`config.mk`:
```
export PLATFORM = sky130hd
export DESIGN_NAME = ping_capture
export DESIGN_NICKNAME = d
export VERILOG_FILES = /design/src/rtl/ping_capture.sv
export SDC_FILE = /design/constraint.sdc
export NUM_CORES = 1
export LEC_CHECK = 0
export ABC_AREA = 1
export CAP_MARGIN = 30
export CORE_MARGIN = 2
export CORE_UTILIZATION = 34
export DETAILED_ROUTE_END_ITERATION = 8
export HOLD_SLACK_MARGIN = 0.12
export PLACE_DENSITY = 0.47
export SYNTH_ARGS = -nofsm -noshare
export SYNTH_HDL_FRONTEND = slang
export SYNTH_SLANG_ARGS = --single-unit
```
`constraint.sdc`:
```
create_clock -name clk -period 2.72 [get_ports clk]
set_clock_uncertainty 0.2 [all_clocks]
set_input_delay 0.544 -clock clk [delete_from_list [all_inputs] [get_ports clk]]
set_output_delay 0.544 -clock clk [all_outputs]
set_load 0.05 [all_outputs]
```
`src/rtl/ping_capture.sv`:
```
// Pre/post-trigger capture buffer for an ADC sample stream. It keeps a rolling
// window of PRE samples, triggers on |sample - MID| > threshold, and freezes for readout.
module ping_capture #(
    parameter int DATA_W = 10,
    parameter int DEPTH  = 64,
    parameter int PRE    = 16,
    parameter int MID    = 512
) (
    input  logic                       clk,
    input  logic                       reset,
    input  logic [DATA_W-1:0]          sample_in,
    input  logic                       sample_valid,
    input  logic [DATA_W-1:0]          threshold,
    input  logic                       arm,
    input  logic                       rd_en,
    input  logic [$clog2(DEPTH)-1:0]   rd_addr,
    output logic [DATA_W-1:0]          rd_data,
    output logic                       rd_valid,
    output logic                       busy,
    output logic                       done
);

    localparam int AW = $clog2(DEPTH);
    localparam int CW = AW + 1;
    localparam logic [CW-1:0]     PRE_LAST  = CW'(PRE - 1);
    localparam logic [CW-1:0]     POST_LAST = CW'(DEPTH - PRE - 2);
    localparam logic [AW-1:0]     PRE_OFS   = AW'(PRE);
    localparam logic [DATA_W-1:0] MID_W     = DATA_W'(MID);

    typedef enum logic [2:0] {
        S_IDLE,
        S_FILL,
        S_ARMED,
        S_POST,
        S_DONE
    } state_t;

    state_t             r_state;
    state_t             w_state_nxt;

    logic [DATA_W-1:0]  r_mem [DEPTH];
    logic [AW-1:0]      r_wr_ptr;
    logic [CW-1:0]      r_fill_cnt;
    logic [CW-1:0]      r_post_cnt;
    logic [AW-1:0]      r_trig_ptr;
    logic [AW-1:0]      r_start_ptr;
    logic [DATA_W-1:0]  r_rd_data;
    logic               r_rd_valid;
    logic               r_busy;
    logic               r_done;

    logic [DATA_W-1:0]  w_mag;
    logic               w_capturing;
    logic               w_we;
    logic               w_trig;
    logic               w_arm_ok;
    logic               w_post_last;
    logic               w_nxt_busy;

    always_comb begin
        w_mag       = (sample_in >= MID_W) ? (sample_in - MID_W) : (MID_W - sample_in);
        w_capturing = (r_state == S_FILL) || (r_state == S_ARMED) || (r_state == S_POST);
        w_we        = sample_valid && w_capturing;
        w_trig      = (r_state == S_ARMED) && sample_valid && (w_mag > threshold);
        w_arm_ok    = arm && ((r_state == S_IDLE) || (r_state == S_DONE));
        w_post_last = (r_state == S_POST) && sample_valid && (r_post_cnt == POST_LAST);

        w_state_nxt = r_state;
        case (r_state)
            S_IDLE:  if (arm) w_state_nxt = S_FILL;
            S_FILL:  if (sample_valid && (r_fill_cnt == PRE_LAST)) w_state_nxt = S_ARMED;
            S_ARMED: if (w_trig) w_state_nxt = S_POST;
            S_POST:  if (w_post_last) w_state_nxt = S_DONE;
            S_DONE:  if (arm) w_state_nxt = S_FILL;
            default: w_state_nxt = S_IDLE;
        endcase

        w_nxt_busy = (w_state_nxt == S_FILL) || (w_state_nxt == S_ARMED) ||
                     (w_state_nxt == S_POST);
    end

    // busy/done are flopped from the next-state decode so they line up with r_state.
    always_ff @(posedge clk) begin
        if (reset) begin
            r_state     <= S_IDLE;
            r_wr_ptr    <= '0;
            r_fill_cnt  <= '0;
            r_post_cnt  <= '0;
            r_trig_ptr  <= '0;
            r_start_ptr <= '0;
            r_rd_data   <= '0;
            r_rd_valid  <= 1'b0;
            r_busy      <= 1'b0;
            r_done      <= 1'b0;
        end else begin
            r_state <= w_state_nxt;
            r_busy  <= w_nxt_busy;
            r_done  <= (w_state_nxt == S_DONE);

            if (w_arm_ok) begin
                r_wr_ptr   <= '0;
                r_fill_cnt <= '0;
                r_post_cnt <= '0;
            end else if (w_we) begin
                r_wr_ptr <= r_wr_ptr + 1'b1;
                if (r_state == S_FILL) r_fill_cnt <= r_fill_cnt + 1'b1;
                if (r_state == S_POST) r_post_cnt <= r_post_cnt + 1'b1;
            end

            if (w_trig) r_trig_ptr <= r_wr_ptr;
            if (w_post_last) r_start_ptr <= r_trig_ptr - PRE_OFS;

            // A coincident arm wins over the read.
            if ((r_state == S_DONE) && rd_en && !arm) begin
                r_rd_data  <= r_mem[r_start_ptr + rd_addr];
                r_rd_valid <= 1'b1;
            end else begin
                r_rd_valid <= 1'b0;
            end
        end
    end

    always_ff @(posedge clk) begin
        if (!reset && w_we) r_mem[r_wr_ptr] <= sample_in;
    end

    assign rd_data  = r_rd_data;
    assign rd_valid = r_rd_valid;
    assign busy     = r_busy;
    assign done     = r_done;

endmodule

```
Yosys cells after proc, flatten, opt, wreduce, memory -nomap -nowiden --
Memory sizes are Yosys's and may differ from the RTL's. A register that Yosys moved wholly into a read port is not among the register bits. Cells that the tools add are included.
Word-level totals: register bits after elaboration 38, RAM bits 640, bits of input ports 31, logic and storage cells 60, memories kept 1
Cells by class: add/subtract/negate cells 7, order comparisons 2, equality and inequality tests 10, multiplexer cells 9, reduce and logical (&&, ||, !) cells 22
Memory list:
- r_mem | words 64, bits a word 10, read ports 1, clocked after Yosys merged registers in 1, write ports 1, line 41 | logic [DATA_W-1:0] r_mem [DEPTH];
Operator list (count):
- 7-bit by 1-bit adder with 7-bit output, second input constant | 2
- 3-bit by 2-bit == test with 1-bit output, second input constant | 4
- 3-bit 2-to-1 mux | 4
- 3-bit case mux with 4 select lines | 1
- 10-bit >= comparator, second input constant | 1
- 10-bit greater-than comparator | 1
- 1-bit logical AND | 10
- 10-bit 2-to-1 mux | 1
- 10-bit subtractor, first input constant | 1
- 10-bit subtractor, second input constant | 1
- 7-bit by 4-bit == test with 1-bit output, second input constant | 1
- 7-bit by 6-bit == test with 1-bit output, second input constant | 1
- 6-bit by 1-bit adder with 6-bit output, second input constant | 1
- 6-bit adder | 1
- 3-bit by 1-bit == test with 1-bit output, second input constant | 2
- 3-bit == test, second input constant | 2
- 6-bit by 5-bit subtractor with 6-bit output, second input constant | 1
- 1-bit logical OR | 5
- 2-bit AND reduction | 2
- 2-bit OR reduction | 2
- 3-bit logical NOT | 1
- 1-bit 2-to-1 mux | 3
- 1-bit logical NOT | 2

Logic depth before layout (Yosys ltp) --
depth after elaboration 9, mapped depth 17

Least setup slack after synthesis --
Ideal clock, no wire load.
kind input-to-reg, start input rd_addr[0], end register r_rd_data[5], in the netlist rd_data[5] (read register of r_mem), library setup time 0.132 ns, data arrival time 2.409 ns, setup slack -0.021 ns, cell stages on the path 12, cells stage by stage ha_1 fa_1 buf_2 buf_2 buf_1 nand3_1 nand3_1 nand3_1 nand3_1 nand3_1 nand3_1 a21oi_1
On the way: word-level cells in the longest chain between the ends 1
RTL lines:
- from (decl) | line 16 | input logic [$clog2(DEPTH)-1:0] rd_addr,
- 6-bit adder | line 115 | r_rd_data <= r_mem[r_start_ptr + rd_addr];
- to (decl) | line 47 | logic [DATA_W-1:0] r_rd_data;
No other way between the ends. A chain may end at the register's enable or synchronous reset.

Final worst setup path --
start input rd_addr[1], end register r_rd_data[0], in the netlist rd_data[0] (read register of r_mem)
The elaborated chain is that of the path after synthesis.

==> summary.txt <==
STA
  • Fmax achieved: 341 MHz
  • Worst slew pin tran: 1020 ps
  • Period Utilization, post-route: 108%
  • Final Hold Fails: 0
  • Rel. slew slack: 32.1%
  • Min Tclk post-route: 2930 ps
  • WHS: around 260 ps
  • Fin Setup TNS: -1530 ps
  • Final Setup Violations: 10
  • Final Max Slew Viols: 0
  • Final WS setup: -215 ps
  • RSZ-0062 raised after global routing: yes

Floorplanning
  • Die width: 300 um
  • Row count: 108
  • Core footprint: slightly below 90,000 sq um
  • I/O Pins: 44
  • Total Die Area: 89,700 sq um
  • Die Y: 300 um
  • Initial core utilization: 34.3%

Global routing
  • Initial antenna violation count: 6
  • First-pass GRT wire length: 137 mm
  • Overflow left after global routing: 0
  • Number of global-route vias before repair: around 21,000
  • Largest net degree at the start of global routing: 65
  • Total track usage: a little over 20%

Placed design
  • Routability cong.: about 0.87
  • Dpl hpwl: 57.1 mm
  • IO Port Bufs: 43

Critical path
  • Endpoint type of the worst setup path: flop
  • Worst EP arrival: 3240 ps
  • Worst Setup SP: rd_addr[1]
  • R2R Setup Slk: -210 ps
  • Crit Path Max Fanout: 12
  • CP endpoint: rd_data[0]$_SDFFE_PP0P_
  • Critical Path RT: roughly 3000 ps
  • Worst r2r src: r_start_ptr[0]$_SDFFE_PP0P_
  • Crit Path Class: in -> reg
  • RR Endpoint: rd_data[0]$_SDFFE_PP0P_
  • Worst setup SP type: input pin
  • Length in cells of the worst reg-to-reg path: 14

Cells and area
  • Share of layout cells above drive strength 1: approximately 16%
  • Fin nets: 3,202
  • Antenna diodes: 0
  • Fin util: 42.6%
  • Area delta synth->final: 24.1%

Synth
  • Yosys cell types: 35
  • Main flop type after synthesis: edfxtp_1
  • Seq/Total Area, Yosys: 68.0%
  • Post-synth top area share: 64.7%
  • Number of flops mapped to enable cells by yosys: 640
  • Yosys warning total: 0
  • Synth Instances: 2,932
  • Synth top area cells: edfxtp_1 (65%), nand2_1 (12%), nand3_1 (6.7%)
  • Syn Nets: a little under 3,000
  • Largest area contributor in the netlist: edfxtp_1
  • Post-synth ARST share: 0%
  • Commonest cells in the netlist: nand2_1 (982), edfxtp_1 (640), nand3_1 (400)
  • Synth Cell Area: around 30,000 sq um
  • Most frequent cell after synthesis: nand2_1
  • Avg Cell Area, Syn: between 10 and 15 sq um
  • Yosys reg bits: around 700

Power and ir drop
  • Max VDD drop: 0.405 mV
  • Power Density: 642 nW/um^2
  • P_leak: 14.9 nW

Routing
  • DR iter-0 viols: 1,913
  • Remaining DRCs: 0
  • Post-route ant nets: 0
  • Vias: ~21,000
  • Post-Route WL: 93.0 mm
  • DR vias/cell: 4.93
  • Drt first pass iters: 6
  • Routed wire per std cell: 21.3 um

Clock network
  • Clock Path Buffers: 3
  • Clock root buffer: clkbuf_16
  • H-tree depth: 3
  • Clock transition at path regs: around 60 ps
  • Clock Sinks: 688
  • CTS tree: yes
  • CTS buffer count: 77
  • Worst-skew pair later-pin latency: 610 ps

Worst hold path
  • Min-delay worst type: in -> reg
  • Hold Crit Start: sample_in[6]

Run
  • Max-Cap Viols: 0

Status
  • Outcome: finished with violations
  • Failing checks: negative setup slack
==> layout make-up <==
class	count	area (sq um)
Fill cell	8249	49800
Sequential cell	688	20200
Multi-Input combinational cell	1770	8350
Timing Repair Buffer	284	3190
Clock buffer	99	2070
Tap cell	1155	1450
Inverter	329	1260
Clock inverter	34	365
==> registers in the layout, indices dropped and copies added, names as in the netlist <==
| signal | cells |
|---|---|
| r_fill_cnt | 7 |
| rd_valid | 1 |
| done | 1 |
| r_wr_ptr | 6 |
| rd_data | 10 |
| r_post_cnt | 7 |
| r_state | 3 |
| r_start_ptr | 6 |
| r_mem | 640 |
| r_trig_ptr | 6 |
| busy | 1 |
==> power breakdown <==
group / internal (mW) / switching, mW / leakage, nW / total [mW]
logic: 0.630 / 1.23 / 7.59 / 1.86
clock network: 6.11 / 4.14 / 1.20 / 10.2
registers: 11.6 / 0.00489 / 6.14 / 11.6
total: 18.3 / 5.38 / 14.9 / 23.7
==> critical path, cell delays in order <==
cell and delay, ps:
clkdlybuf4s50_1 460, fa_4 890, buf_12 140, inv_16 60, buf_16 180, buf_16 150, nand3_2 90, nand3_2 120
nand2_1 100, nand2_1 70, nand3_1 100, nand3_1 90, nand3_1 110, a21oi_2 70
==> routing by layer <==
layer	vias to the layer above	GRT usage (%)	wire length, um
li1	10100	-	-
met1	10500	29.0	41700
met2	696	32.0	42100
met3	161	3.04	5730
met4	2	8.38	3430
met5	-	0	14
==> logic make-up after synthesis <==
| kind of cell | Yosys count | synth area share [%] |
|---|---|---|
| AOI/OAI and AO/OA | 133 | 2.37 |
| DFF | 688 | 68.0 |
| xor gates and xnor gates | 12 | 0.379 |
| adders and majority gates | 21 | 0.910 |
| buffers and inverters | 474 | 6.16 |
| and+or+nand+nor | 1604 | 22.2 |
==> per-stage QoR <==
step	worst slack, ps	std cells	power, mW	cell area, sq um
3_3_place_gp	-1170	4202	13.4	33200
6_report	-215	4359	23.7	36900
4_1_cts	-190	4354	23.8	36600
5_1_grt	-273	4359	24.4	36900
3_5_place_dp	-1190	4202	13.4	33200
2_1_floorplan	5.00	2932	12.5	29700
==> what timing repair did <==
action,CTS,global route
cloned,8,3
resized for setup,157,48
setup buffers,10,2
pin swaps,25,13
hold buffers,1,0
setup endpoints to repair,21,19
hold endpoints to repair,7,0
==> cell usage in the layout (no fill, tap or decap), types with 3 or more instances in the layout <==
| master | Yosys | routed |
|---|---|---|
| bufinv_16 | 0 | 8 |
| o211ai_1 | 6 | 6 |
| clkinv_1 | 2 | 11 |
| edfxtp_1 | 640 | 640 |
| a21oi_2 | 0 | 6 |
| o21ai_1 | 0 | 13 |
| buf_6 | 0 | 4 |
| clkbuf_16 | 0 | 82 |
| dlygate4sd2_1 | 0 | 6 |
| nor2_2 | 0 | 4 |
| nand3_1 | 400 | 322 |
| buf_12 | 0 | 52 |
| clkdlybuf4s50_1 | 0 | 26 |
| buf_4 | 0 | 165 |
| xor2_1 | 7 | 6 |
| nand3_2 | 0 | 72 |
| nand3_4 | 0 | 6 |
| clkinv_2 | 0 | 15 |
| xnor2_1 | 4 | 4 |
| buf_2 | 39 | 10 |
| a21oi_1 | 35 | 29 |
| nor2_1 | 187 | 183 |
| o21a_1 | 3 | 3 |
| dfxtp_1 | 48 | 47 |
| buf_8 | 0 | 3 |
| nand2_1 | 982 | 939 |
| nand2_4 | 0 | 4 |
| nor3_1 | 13 | 13 |
| inv_1 | 326 | 324 |
| ha_1 | 20 | 19 |
| nand2_2 | 0 | 39 |
| o21ai_0 | 83 | 67 |
| buf_16 | 0 | 13 |
| or2_2 | 3 | 3 |
| nand4_1 | 10 | 10 |
| clkbuf_1 | 82 | 18 |
| o21ai_2 | 0 | 3 |
==> worst min path at each step <==
stage / end / slack [ps] / cells past startpoint
4_1_cts: r_mem[49][6]$_DFFE_PP_ / 230 / 3
3_5_place_dp: r_post_cnt[3]$_SDFFE_PP0P_ / 280 / 2
6_report: r_mem[55][6]$_DFFE_PP_ / 260 / 3
5_1_grt: r_mem[49][6]$_DFFE_PP_ / 250 / 3
2_1_floorplan: r_start_ptr[4]$_SDFFE_PP0P_ / 250 / 1
3_3_place_gp: r_post_cnt[5]$_SDFFE_PP0P_ / 270 / 2
(Power assumes the default switching activity.)
